$ cat src/rtl/ad7768_pkg.sv
// Shared widths, FSM state encoding and FIFO entry layout for the AD7768 data receiver.
package ad7768_pkg;
  localparam int HDR_W  = 8;
  localparam int DATA_W = 24;
  localparam int WORD_W = HDR_W + DATA_W;
  localparam int CHAN_W = 8;

  typedef enum logic [1:0] {IDLE, WAIT_DRDY, SHIFT} state_t;

  typedef struct packed {
    logic [CHAN_W-1:0] chan;
    logic [HDR_W-1:0]  hdr;
    logic [DATA_W-1:0] data;
  } entry_t;
endpackage

$ cat src/rtl/ad7768_rx_fifo.sv
// Single-clock FIFO with a registered head; a push into a full FIFO is dropped unless a pop
// happens in the same cycle.
module ad7768_rx_fifo #(
  parameter int DEPTH = 8,
  parameter int W     = 32
) (
  input  logic         sclk,
  input  logic         srst_n,
  input  logic         i_push,
  input  logic [W-1:0] i_wdata,
  input  logic         i_pop,
  output logic         o_valid,
  output logic         o_full,
  output logic [W-1:0] o_head,
  output logic         o_drop
);
  localparam int AW = (DEPTH > 1) ? $clog2(DEPTH) : 1;

  logic [W-1:0]  r_mem [DEPTH];
  logic [AW-1:0] r_wptr, r_rptr, w_rptr_nxt;
  logic [AW:0]   r_count, w_count_nxt;
  logic          r_valid;
  logic [W-1:0]  r_head, w_head_nxt;
  logic          w_pop, w_wr;

  assign w_pop       = i_pop && r_valid;
  assign o_full      = (r_count == (AW+1)'(DEPTH));
  assign w_wr        = i_push && (!o_full || w_pop);
  assign o_drop      = i_push && o_full && !w_pop;
  assign w_rptr_nxt  = w_pop ? r_rptr + AW'(1) : r_rptr;
  assign w_count_nxt = r_count + (AW+1)'(w_wr) - (AW+1)'(w_pop);
  // Bypass the write data when it lands exactly where the next head will be read.
  assign w_head_nxt  = (w_wr && (r_wptr == w_rptr_nxt)) ? i_wdata : r_mem[w_rptr_nxt];

  always_ff @(posedge sclk) begin
    if (w_wr) r_mem[r_wptr] <= i_wdata;
  end

  always_ff @(posedge sclk or negedge srst_n) begin
    if (!srst_n) begin
      r_wptr  <= '0;
      r_rptr  <= '0;
      r_count <= '0;
      r_valid <= 1'b0;
      r_head  <= '0;
    end else begin
      if (w_wr) r_wptr <= r_wptr + AW'(1);
      r_rptr  <= w_rptr_nxt;
      r_count <= w_count_nxt;
      r_valid <= (w_count_nxt != '0);
      if (w_count_nxt != '0) r_head <= w_head_nxt;
    end
  end

  assign o_valid = r_valid;
  assign o_head  = r_head;
endmodule

$ cat src/rtl/ad7768_data_rx.sv
// AD7768 conversion-data receiver: synchronizes DCLK/DRDY/DOUT, deserializes 32-bit words per lane
// and streams them out tagged by channel. Optional header check: define AD7768_HDR_CHECK_EN.
//   state     | meaning
//   IDLE      | not armed, waiting for cfg_done
//   WAIT_DRDY | armed, waiting for a frame start
//   SHIFT     | deserializing a frame
module ad7768_data_rx
  import ad7768_pkg::*;
#(
  parameter int NUM_LANES   = 2,
  parameter int CH_PER_LANE = 4,
  parameter int FIFO_DEPTH  = 8
) (
  input  logic                                    sclk,
  input  logic                                    srst_n,
  input  logic                                    cfg_done,
  input  logic                                    clr_status,
  input  logic                                    dclk,
  input  logic                                    drdy,
  input  logic [NUM_LANES-1:0]                    dout,
  output logic                                    out_valid,
  input  logic                                    out_ready,
  output logic [$clog2(NUM_LANES*CH_PER_LANE)-1:0] out_chan,
  output logic [HDR_W-1:0]                        out_hdr,
  output logic [DATA_W-1:0]                       out_data,
  output logic                                    ovf,
  output logic                                    frame_err,
  output logic                                    hdr_err
);
  localparam int CH_W   = $clog2(NUM_LANES*CH_PER_LANE);
  localparam int LANE_W = (NUM_LANES > 1) ? $clog2(NUM_LANES) : 1;
  localparam int WC_W   = (CH_PER_LANE > 1) ? $clog2(CH_PER_LANE) : 1;
  localparam logic [WC_W-1:0]   LAST_WC   = WC_W'(CH_PER_LANE-1);
  localparam logic [LANE_W-1:0] LAST_LANE = LANE_W'(NUM_LANES-1);

  logic [2:0]           r_dclk_sync;
  logic [1:0]           r_drdy_sync;
  logic [NUM_LANES-1:0] r_dout_s1, r_dout_s2;
  logic                 w_fe, w_drdy;

  state_t            r_state, w_state_nxt;
  logic              w_start, w_shift, w_resync, w_word_done;
  logic [4:0]        r_bit_cnt;
  logic [WC_W-1:0]   r_word_cnt, r_drain_wc;
  logic [WORD_W-2:0] r_sr   [NUM_LANES];
  logic [WORD_W-1:0] r_bank [NUM_LANES];
  logic              r_drain_act;
  logic [LANE_W-1:0] r_drain_lane;

  entry_t                     w_push_ent, w_head;
  logic [$bits(entry_t)-1:0]  w_head_bits;
  logic                       w_drop, w_unused_full, w_unused_chan;
  logic                       r_ovf, r_frame_err;

  always_ff @(posedge sclk or negedge srst_n) begin
    if (!srst_n) begin
      r_dclk_sync <= '0;
      r_drdy_sync <= '0;
      r_dout_s1   <= '0;
      r_dout_s2   <= '0;
    end else begin
      r_dclk_sync <= {r_dclk_sync[1:0], dclk};
      r_drdy_sync <= {r_drdy_sync[0], drdy};
      r_dout_s1   <= dout;
      r_dout_s2   <= r_dout_s1;
    end
  end

  // dout_s2 shares the sync depth of dclk_sync[1], so it holds the bit present at the falling edge.
  assign w_fe   = r_dclk_sync[2] & ~r_dclk_sync[1];
  assign w_drdy = r_drdy_sync[1];

  always_ff @(posedge sclk or negedge srst_n) begin
    if (!srst_n) r_state <= IDLE;
    else         r_state <= w_state_nxt;
  end

  always_comb begin
    w_state_nxt = r_state;
    w_start     = 1'b0;
    w_shift     = 1'b0;
    w_resync    = 1'b0;
    if (cfg_done) begin
      w_state_nxt = WAIT_DRDY;
    end else begin
      case (r_state)
        IDLE: ;
        WAIT_DRDY: begin
          if (w_fe && w_drdy) begin
            w_start     = 1'b1;
            w_state_nxt = SHIFT;
          end
        end
        SHIFT: begin
          if (w_fe) begin
            if (w_drdy && ((r_bit_cnt != 5'd31) || (r_word_cnt != '0))) begin
              w_resync = 1'b1;
              w_start  = 1'b1;
            end else begin
              w_shift = 1'b1;
              if ((r_bit_cnt == 5'd0) && (r_word_cnt == LAST_WC)) w_state_nxt = WAIT_DRDY;
            end
          end
        end
        default: w_state_nxt = IDLE;
      endcase
    end
  end

  assign w_word_done = w_shift && (r_bit_cnt == 5'd0);

  always_ff @(posedge sclk or negedge srst_n) begin
    if (!srst_n) begin
      r_bit_cnt  <= '0;
      r_word_cnt <= '0;
      r_drain_wc <= '0;
      for (int l = 0; l < NUM_LANES; l++) begin
        r_sr[l]   <= '0;
        r_bank[l] <= '0;
      end
    end else if (w_start) begin
      r_bit_cnt  <= 5'd30;
      r_word_cnt <= '0;
      for (int l = 0; l < NUM_LANES; l++) r_sr[l] <= {{(WORD_W-2){1'b0}}, r_dout_s2[l]};
    end else if (w_shift) begin
      for (int l = 0; l < NUM_LANES; l++) r_sr[l] <= {r_sr[l][WORD_W-3:0], r_dout_s2[l]};
      if (r_bit_cnt == 5'd0) begin
        for (int l = 0; l < NUM_LANES; l++) r_bank[l] <= {r_sr[l], r_dout_s2[l]};
        r_drain_wc <= r_word_cnt;
        r_bit_cnt  <= 5'd31;
        r_word_cnt <= r_word_cnt + WC_W'(1);
      end else begin
        r_bit_cnt <= r_bit_cnt - 5'd1;
      end
    end
  end

  always_ff @(posedge sclk or negedge srst_n) begin
    if (!srst_n) begin
      r_drain_act  <= 1'b0;
      r_drain_lane <= '0;
    end else if (w_word_done) begin
      r_drain_act  <= 1'b1;
      r_drain_lane <= '0;
    end else if (r_drain_act) begin
      if (r_drain_lane == LAST_LANE) r_drain_act <= 1'b0;
      else                           r_drain_lane <= r_drain_lane + LANE_W'(1);
    end
  end

  always_comb begin
    w_push_ent      = '0;
    w_push_ent.chan = CHAN_W'(r_drain_lane) * CHAN_W'(CH_PER_LANE) + CHAN_W'(r_drain_wc);
    w_push_ent.hdr  = r_bank[r_drain_lane][WORD_W-1:DATA_W];
    w_push_ent.data = r_bank[r_drain_lane][DATA_W-1:0];
  end

  ad7768_rx_fifo #(.DEPTH(FIFO_DEPTH), .W($bits(entry_t))) u_fifo (
    .sclk    (sclk),
    .srst_n  (srst_n),
    .i_push  (r_drain_act),
    .i_wdata (w_push_ent),
    .i_pop   (out_valid && out_ready),
    .o_valid (out_valid),
    .o_full  (w_unused_full),
    .o_head  (w_head_bits),
    .o_drop  (w_drop)
  );

  assign w_head        = entry_t'(w_head_bits);
  assign out_chan      = w_head.chan[CH_W-1:0];
  assign out_hdr       = w_head.hdr;
  assign out_data      = w_head.data;
  assign w_unused_chan = ^w_head.chan[CHAN_W-1:CH_W];

  // Sticky flags: a set in the same cycle as clr_status wins.
  always_ff @(posedge sclk or negedge srst_n) begin
    if (!srst_n) begin
      r_ovf       <= 1'b0;
      r_frame_err <= 1'b0;
    end else begin
      if (w_drop)          r_ovf <= 1'b1;
      else if (clr_status) r_ovf <= 1'b0;
      if (w_resync)        r_frame_err <= 1'b1;
      else if (clr_status) r_frame_err <= 1'b0;
    end
  end

  assign ovf       = r_ovf;
  assign frame_err = r_frame_err;

`ifdef AD7768_HDR_CHECK_EN
  logic w_hdr_bad, r_hdr_err;

  assign w_hdr_bad = r_drain_act &&
                     (w_push_ent.hdr[7] || (w_push_ent.hdr[6:4] != w_push_ent.chan[2:0]));

  always_ff @(posedge sclk or negedge srst_n) begin
    if (!srst_n)         r_hdr_err <= 1'b0;
    else if (w_hdr_bad)  r_hdr_err <= 1'b1;
    else if (clr_status) r_hdr_err <= 1'b0;
  end

  assign hdr_err = r_hdr_err;
`else
  assign hdr_err = 1'b0;
`endif
endmodule

$ cat config.mk
export PLATFORM = sky130hd
export DESIGN_NAME = ad7768_data_rx
export DESIGN_NICKNAME = d
export VERILOG_FILES = /design/src/rtl/ad7768_pkg.sv /design/src/rtl/ad7768_rx_fifo.sv /design/src/rtl/ad7768_data_rx.sv
export SDC_FILE = /design/constraint.sdc
export NUM_CORES = 1
export LEC_CHECK = 0
export BUFFER_PORTS_ARGS = -buffer_cell sky130_fd_sc_hd__buf_2
export CELL_PAD_IN_SITES_DETAIL_PLACEMENT = 1
export CELL_PAD_IN_SITES_GLOBAL_PLACEMENT = 1
export CORE_UTILIZATION = 40
export DETAILED_ROUTE_END_ITERATION = 6
export PLACE_DENSITY = 0.67
export RECOVER_POWER = 100
export SYNTH_ARGS = -nofsm -noshare
export SYNTH_HDL_FRONTEND = slang
export SYNTH_SLANG_ARGS = --single-unit
export TNS_END_PERCENT = 50
$ cat constraint.sdc
create_clock -name sclk -period 4.31 [get_ports sclk]
set_input_delay 0.431 -clock sclk [delete_from_list [all_inputs] [get_ports sclk]]
set_output_delay 0.431 -clock sclk [all_outputs]
set_load 0.02 [all_outputs]
==> impl_metrics.py <==
metrics = {
    "outcome": {
        "status": "complete, but fails checks",
        "violations": "max-capacitance violations, max-slew violations",
    },
    "synth": {
        "synth.most_common_cell": "edfxtp_1",
        "synth_area_per_cell_sq_um": 13.7,
        "synth_edf_count": 280,
        "syn-num-nets": 1458,
        "ys_warn_count": 0,
        "synth_top_area_share_pct": 42.8,
        "async_reset_ff_share_pct": 41.2,
        "netlist_area_sq_um": 19600,
        "synth_cells": 1432,
        "synth_commonest_cells": "280 x edfxtp_1, 196 x dfrtp_1, 138 x nand2_1",
        "synth_top_cells_by_area": "edfxtp_1 43%, dfrtp_1 25%, a211oi_1 4.0%, mux2_2 3.8%, and3_1 3.4%",
        "synth-main-ff-cell": "edfxtp_1",
        "synth.distinct_cells": 58,
        "ys_seq_elements": 476,
        "yosysSeqAreaShare_pct": 67.8,
        "yosysTopAreaCell": "edfxtp_1",
    },
    "clock_network": {
        "clock-sinks": 476,
        "cts_buffers": 50,
        "insertion_delay_ns": 0.59,
        "cts_resized": 0,
        "post_cts_buffers": 0,
        "clkTransAtPathRegs_ns": 0.06,
        "root_buffer": "clkbuf_16",
        "clockBufferDepth": 3,
        "cts_tree": "built",
        "htree_levels": 2,
    },
    "drt": {
        "wl_um": 51200,
        "via_per_inst": 5.74,
        "met2WireLength_um": 24600,
        "drt-met1-wl_um": 23700,
        "first_pass_iters": 5,
        "vias": 12185,
        "drt_iter0_markers": 931,
        "wl_per_cell_um": 24.1,
        "ant_nets": 0,
        "wl_met3_um": 2040,
        "topRoutingLayerUsed": "met4",
        "drc": 0,
    },
    "grt": {
        "grt_pass1_wl_um": 79200,
        "grt_pass1_vias": 12747,
        "grt-ovfl-total": 0,
        "antenna_found_initial": 0,
        "grt_max_degree": 107,
        "grt_usage_pct": 20.8,
    },
    "layout": {
        "nNetsFinal": 1491,
        "drive_gt1_share_pct": 13.3,
        "fillCellCount": 4773,
        "n_antenna_cell": 0,
        "syn_to_final_growth_pct": 13.2,
    },
    "timing": {
        "min_period_ns": 3.80,
        "period_share_pct": 88.1,
        "setup_viol_count_final": 0,
        "relSlewSlack_pct": -88.9,
        "whs_ns": 0.0542,
        "fmax_mhz": 263,
        "tightestPinTransition_ns": 2.83,
        "hold_viol": 0,
        "rsz0062_at_grt": "false",
        "skew_ns": 0.0216,
        "fin_tns_setup_ns": 0,
        "slew_violations": 261,
    },
    "power": {
        "p_per_area_nw_per_um2": 592,
        "finalPower_mw": 13.2,
        "p_leak_nw": 9.24,
        "ir_drop_v": 0.000324,
    },
    "floorplanning": {
        "io_pins": 48,
        "rows": 80,
        "coreArea_sq_um": 48000,
        "dieArea_sq_um": 50000,
        "start_util_pct": 40.9,
        "die_h_um": 224,
        "die_w_um": 224,
    },
    "flow_run": {
        "maxCapViolCount": 6,
    },
    "placed_design": {
        "gp_congestion": 0.765,
        "port_buffers": 46,
        "dp_hpwl_um": 29100,
    },
    "critical_path": {
        "start_kind": "register",
        "crit_type": "reg2reg",
        "end_kind": "register",
        "r2r_setup_slack_ns": 0.51,
        "slowest_delay_ns": 0.55,
        "crit_chain": "nand2_1, nand3_1, nand2_1, clkbuf_1, inv_1, ha_1, inv_1, fa_1, or3b_1, a2111oi_4, or2_0, buf_4, a32oi_1, o21ai_0",
        "path_buf_inv": 4,
        "slowest_stage": "fa_1",
        "cp_max_fo": 36,
        "crit_family": "simple AND/OR/NAND/NOR gates",
        "required_ns": 4.81,
        "arrival_ns": 4.30,
    },
    "worst_hold_path": {
        "hp-class": "in2reg",
    },
}
-- kinds of logic after synthesis --
logic type | synth area share, %
buffers and inverters | 3.58
other | 0.0191
multiplexers | 7.20
flip-flops | 67.8
adder cells (fa/ha/maj) | 1.12
AND/OR/NAND/NOR | 8.34
AO/OA/AOI/OAI | 11.3
XOR/XNOR | 0.605
-- report_power, final --
part	switching, mW	internal [mW]	leakage [nW]	total, mW
clock	1.78	2.62	0.823	4.40
combinational	2.22	1.16	3.10	3.39
sequential	0.289	5.08	5.31	5.36
-- what timing repair did --
item	CTS	global route
endpoints found under the setup margin	0	0
hold endpoints to repair	98	0
hold buffers	6	0
-- routing by layer --
metal,up-vias,GRT usage (%)
met1,6399,29.5
li1,5476,-
met3,67,3.04
met4,0,4.90
met2,243,33.9
met5,-,0
-- registers in the layout, indices dropped and copies added (netlist names) --
signal          count
frame_err           1
ovf                 1
r_bank             64
r_bit_cnt           5
r_dclk_sync         3
r_dout_s1           2
r_dout_s2           2
r_drain_act         1
r_drain_lane        1
r_drain_wc          2
r_drdy_sync         2
r_sr               62
r_state             2
r_word_cnt          2
u_fifo.o_head      35
u_fifo.o_valid      1
u_fifo.r_count      4
u_fifo.r_mem      280
u_fifo.r_rptr       3
u_fifo.r_wptr       3
-- stage by stage --
step | instance area, sq um | util, % | instances | setup slack [ns]
CTS | 22400 | 46.6 | 2121 | 0.551
detailed placement | 20700 | 43.0 | 2022 | 0.347
global placement | 20700 | 43.0 | 2022 | 0.510
floorplan | 19600 | - | 1432 | 0.182
global route | 22200 | 46.3 | 2121 | 0.249
finish | 22200 | 46.3 | 2121 | 0.514
-- layout by cell type (no fill, tap or decap), types with 4 or more instances in the layout --
cell type	n
bufinv_16	5
a21oi_1	66
clkbuf_2	9
and3_1	108
a2111o_1	34
clkbuf_1	56
nor2_1	8
a32oi_1	35
a211oi_1	105
buf_4	19
edfxtp_1	280
ha_1	16
buf_12	5
mux2i_1	67
xnor2_1	7
nand2_1	138
inv_1	54
clkinv_1	5
nand3_1	9
dlygate4sd3_1	6
dfrtp_1	196
mux2_2	66
o21ai_0	42
clkbuf_16	51
nor3b_1	4
clkinv_2	8
clkbuf_8	9
buf_2	7
nor3_1	36
-- path summary, 6_finish.rpt --
check	depth (start not counted)	to	startpoint
setup / recovery	14	u_fifo.o_head[32]$_DFFE_PN0P_	u_fifo.o_valid$_DFF_PN0_
max in group asynchronous	3	u_fifo.o_head[2]$_DFFE_PN0P_	srst_n
hold reg to reg	0	r_dclk_sync[1]$_DFF_PN0_	r_dclk_sync[0]$_DFF_PN0_
setup reg to reg	14	u_fifo.o_head[32]$_DFFE_PN0P_	u_fifo.o_valid$_DFF_PN0_
min in group asynchronous	2	r_sr[50]$_DFFE_PN0P_	srst_n
hold / removal	2	frame_err$_DFFE_PN0P_	clr_status
-- cell type report --
| type | count | area, sq um | share of cell area, % |
|---|---|---|---|
| Inverter | 55 | 208 | 0.935 |
| Tap cell | 615 | 769 | 3.46 |
| Timing Repair Buffer | 89 | 544 | 2.45 |
| Clock buffer | 73 | 1450 | 6.52 |
| Sequential cell | 476 | 13300 | 59.9 |
| Clock inverter | 20 | 225 | 1.01 |
| Multi-Input combinational cell | 793 | 5710 | 25.7 |
(Power assumes the default switching activity.)
